**config.mk**
```make
export PLATFORM = sky130hd
export DESIGN_NAME = mem_ctrl
export DESIGN_NICKNAME = d
export VERILOG_FILES = /design/src/rtl/mem_ctrl.sv
export SDC_FILE = /design/constraint.sdc
export NUM_CORES = 1
export LEC_CHECK = 0
export BUFFER_PORTS_ARGS = -buffer_cell sky130_fd_sc_hd__buf_2
export CAP_MARGIN = 10
export CORE_MARGIN = 1.5
export CORE_UTILIZATION = 32
export DETAILED_ROUTE_END_ITERATION = 6
export PLACE_DENSITY = 0.81
export SYNTH_ARGS = -nofsm -noshare
export SYNTH_HDL_FRONTEND = slang
export SYNTH_SLANG_ARGS = --single-unit
```
**constraint.sdc**
```tcl
create_clock -name clk -period 1.6 [get_ports clk]
set_input_delay 0.16 -clock clk [delete_from_list [all_inputs] [get_ports clk]]
set_output_delay 0.16 -clock clk [all_outputs]
set_load 0.005 [all_outputs]
```
**src/rtl/mem_ctrl.sv**
```systemverilog
// rtl/mem_ctrl.sv - IF/MEM arbiter for the single byte-wide RAM port with registered read return.
// Optional grant-cycle counters (if_cycles, mem_cycles) enabled by defining MEM_CTRL_STAT_EN.
module mem_ctrl #(
  parameter int ADDR_WIDTH = 32
`ifdef MEM_CTRL_STAT_EN
  , parameter int STAT_WIDTH = 32
`endif
) (
  input  logic                  clk,
  input  logic                  rst,
  input  logic                  rdy,
  input  logic                  if_request,
  input  logic [ADDR_WIDTH-1:0] if_addr,
  input  logic [1:0]            mem_request,
  input  logic [ADDR_WIDTH-1:0] mem_addr,
  input  logic [7:0]            mem_data_i,
  output logic [7:0]            data_o,
  output logic [1:0]            if_or_mem,
  input  logic [7:0]            mem_din,
  output logic [7:0]            mem_dout,
  output logic [ADDR_WIDTH-1:0] mem_a,
  output logic                  mem_wr
`ifdef MEM_CTRL_STAT_EN
  , output logic [STAT_WIDTH-1:0] if_cycles
  , output logic [STAT_WIDTH-1:0] mem_cycles
`endif
);

  // Encoding matches the if_or_mem owner code directly.
  typedef enum logic [1:0] {
    IDLE     = 2'b00,
    IF_BUSY  = 2'b01,
    MEM_BUSY = 2'b10
  } state_e;

  state_e     state_q, state_d;
  logic [7:0] data_q;
  logic       mem_req_valid;
  logic       src_mem;
  logic       src_if;

  assign mem_req_valid = (mem_request == 2'b01) || (mem_request == 2'b10);

  always_ff @(posedge clk) begin
    if (!rst) begin
      state_q <= IDLE;
    end else if (rdy) begin
      state_q <= state_d;
    end
  end

  always_comb begin
    state_d = state_q;
    case (state_q)
      IDLE: begin
        if (mem_req_valid)   state_d = MEM_BUSY;
        else if (if_request) state_d = IF_BUSY;
      end
      IF_BUSY:  if (!if_request)    state_d = IDLE;
      MEM_BUSY: if (!mem_req_valid) state_d = IDLE;
      default:  state_d = IDLE;
    endcase
  end

  // Port is driven from the active source in the same cycle; an owner whose request dropped drives nothing.
  always_comb begin
    src_mem  = (state_q == MEM_BUSY) || ((state_q == IDLE) && mem_req_valid);
    src_if   = (state_q == IF_BUSY) || ((state_q == IDLE) && !mem_req_valid && if_request);
    mem_a    = '0;
    mem_dout = '0;
    mem_wr   = 1'b0;
    if (src_mem && mem_req_valid) begin
      mem_a = mem_addr;
      if (mem_request == 2'b10) begin
        mem_dout = mem_data_i;
        mem_wr   = rdy && rst;
      end
    end else if (src_if && if_request) begin
      mem_a = if_addr;
    end
  end

  always_ff @(posedge clk) begin
    if (!rst) begin
      data_q <= '0;
    end else if (rdy) begin
      data_q <= mem_din;
    end
  end

  assign data_o    = data_q;
  assign if_or_mem = state_q;

`ifdef MEM_CTRL_STAT_EN
  logic [STAT_WIDTH-1:0] if_cycles_q;
  logic [STAT_WIDTH-1:0] mem_cycles_q;

  always_ff @(posedge clk) begin
    if (!rst) begin
      if_cycles_q  <= '0;
      mem_cycles_q <= '0;
    end else if (rdy) begin
      if (state_q == IF_BUSY)  if_cycles_q  <= if_cycles_q + 1'b1;
      if (state_q == MEM_BUSY) mem_cycles_q <= mem_cycles_q + 1'b1;
    end
  end

  assign if_cycles  = if_cycles_q;
  assign mem_cycles = mem_cycles_q;
`endif

endmodule

```
==> metrics <==
layout cells sized above 1=59.39%; H-tree Lvls=1; Final #Nets=roughly 350; initial drt markers=55; Reg clk slew, reported paths=~0.070 ns; Synth area leader=a31o_1; Final Cycle Share=95.70%; DRC=0; Synthesis Warnings=0; Die H=60.92 um; Clk Latency, worst-skew pair=approximately 0.27 ns; R2R Setup Slk=~0.47 ns; worst r2r path cells=3; commonest non-fill, non-tap cell in the layout=buf_2; Syn-to-layout area delta=70.75%; max-slew violations=0; drt via density=approximately 5.0; core area=3128 um^2; vias in the first global route=1167; CP startpoint=if_or_mem[0]; post-layout min period=1.531 ns; critical path class=reg -> out; clk_skew=about 0.00012 ns; CP startpoint kind=flop; max_cap viols=0; Max FO, Critical Path=12; chip width=60.92 um; post-synthesis net count=215; # IOs=~140; Clk Tree Root Cell=clkbuf_4; CP Capture Point=mem_a[29]; Final Hold Viols=0; DIE AREA=3711 um^2; Total GRT Usage=16.42%; Final Wtd Congestion=about 0.7; Relative slew margins=between 80 and 90%; Synth top area share=about 24%; netlist area before placement=1074 um^2; Layout Utilization=58.60%; RSZ-0062 raised after global routing=no; Synth area leaders=a31o_1 24%, nor3b_1 22%, dfxtp_1 19%; Slew @ Worst Pin=0.2770 ns; CTS Buf Count=3; outcome=complete, no violations; clk buf depth=2; Pwr Density=~570 nW/um^2; Worst setup EP type=output pin; placed insts=301; Crit Reg-Reg Startpoint=if_or_mem[0]; Post-DP HPWL=2.903 mm; setup TNS=0 ns; reg-to-reg endpoint=if_or_mem[1]; DR pass1 iterations=4; hold path startpoint=mem_din[1]; first-pass GRT wire length=4.754 mm; I/O Buffers=136; Post-Layout Cell Count=a little over 300; peak supply drop=approximately 0.45 mV; Max Freq=653.1 MHz; Rows=20; Final setup viols=0; Synth Register Bits=10; Ant. Diodes=0; CP required=1.44 ns; Antenna Nets Post-Route=0; Tot Pwr=1.049 mW; register area share after synthesis=between 10% and 20%; Vias=1515; Worst EP arrival=between 1 and 1.5 ns; synthesized instance count=128; TritonCTS clock tree=done; grt ovf=0; WL final=3.638 mm; Post-CTS Hold Buffers=0; LEAKAGE=1.019 nW; Initial Util=34.32%; Sink Count=10; initial antenna violation count=0; Hold Path Class=in -> reg; WL/cell=~12 um; syn_area_per_cell=approximately 8.4 um^2; Yosys cell types=20; commonest non-fill, non-tap cells in the layout=136 x buf_2, 32 x nor3b_1, 30 x a31o_1; largest net degree at the start of global routing=21
## per-stage QoR
stage / area (um^2) / setup WS (ns) / hold slack [ns]
detailed placement: 1790 / 0.06330 / 0.4051
finish: 1833 / 0.06882 / 0.1319
CTS: 1827 / 0.03620 / 0.1237
global route: 1833 / 0.004285 / 0.1319
floorplan: 1074 / 0.1741 / 0.3072
global placement: 1790 / 0.08253 / 0.3939
## report_power, final
group / switching [mW] / total, mW / internal, mW
clock network: 0.0878 / 0.226 / 0.138
logic: 0.239 / 0.549 / 0.311
registers: 0.00961 / 0.274 / 0.264
## state kept, by name, summed over array words and instances (netlist names)
| signal | flops |
|---|---|
| data_o | 8 |
| if_or_mem | 2 |
## metal layers
layer / part of all wire (%) / GRT usage [%] / vias up / routed length [um]
met3: 8.4 / 2.559 / 2 / 305
met1: 41 / 19.02 / 685 / 1493
met4: 0.22 / 4.658 / 0 / 8
li1: - / - / 750 / -
met5: 0 / 0 / - / 0
met2: 50 / 30.88 / 78 / 1831
## layout make-up
| cell class | instances | area (um^2) |
|---|---|---|
| Multi-Input combinational cell | 99 | 762.0 |
| Tap cell | 44 | 55.05 |
| Fill cell | 282 | 1295 |
| Inverter | 2 | 7.507 |
| Sequential cell | 10 | 200.2 |
| Timing Repair Buffer | 146 | 772.0 |
| Clock buffer | 4 | 36.28 |
## kinds of logic after synthesis
kind of cell / after synthesis / share of synthesized area [%]
AO/OA/AOI/OAI: 35 / 27.74
adder cells (fa/ha/maj): 1 / 1.165
buffers and inverters: 19 / 10.84
flip-flops: 10 / 18.65
multiplexers: 8 / 7.460
AND/OR/NAND/NOR: 55 / 34.15
## critical path: stages, from the launching register on
cell     delay, ns
dfxtp_1       0.33
or2_4         0.27
buf_4         0.18
a31o_1        0.21
buf_2         0.12
## cells in the mapped netlist, drive strengths merged
| cell | instances |
|---|---|
| nand2b | 2 |
| a21oi | 2 |
| clkbuf | 6 |
| nor2b | 1 |
| and4 | 1 |
| inv | 1 |
| dfxtp | 10 |
| clkinv | 1 |
| or3b | 1 |
| a31o | 32 |
| ha | 1 |
| nor3b | 32 |
| mux2i | 8 |
| a211oi | 1 |
| nor2 | 9 |
| or2 | 1 |
| and3 | 8 |
| buf | 11 |
## timing repair
| action | CTS | global route |
|---|---|---|
| gates resized for setup | 0 | 2 |
| setup buffers | 0 | 0 |
| setup endpoints to repair | 0 | 4 |
## worst min path at each step
stage | to | slack (ns) | cells after the start
after floorplan | data_o[0] | 0.31 | 2
after global placement | data_o[7] | 0.39 | 3
after detailed placement | data_o[1] | 0.41 | 3
after CTS | data_o[1] | 0.12 | 3
after global routing | data_o[2] | 0.13 | 3
final | data_o[1] | 0.13 | 3
Note: power is estimated with default switching activity, not from simulation.
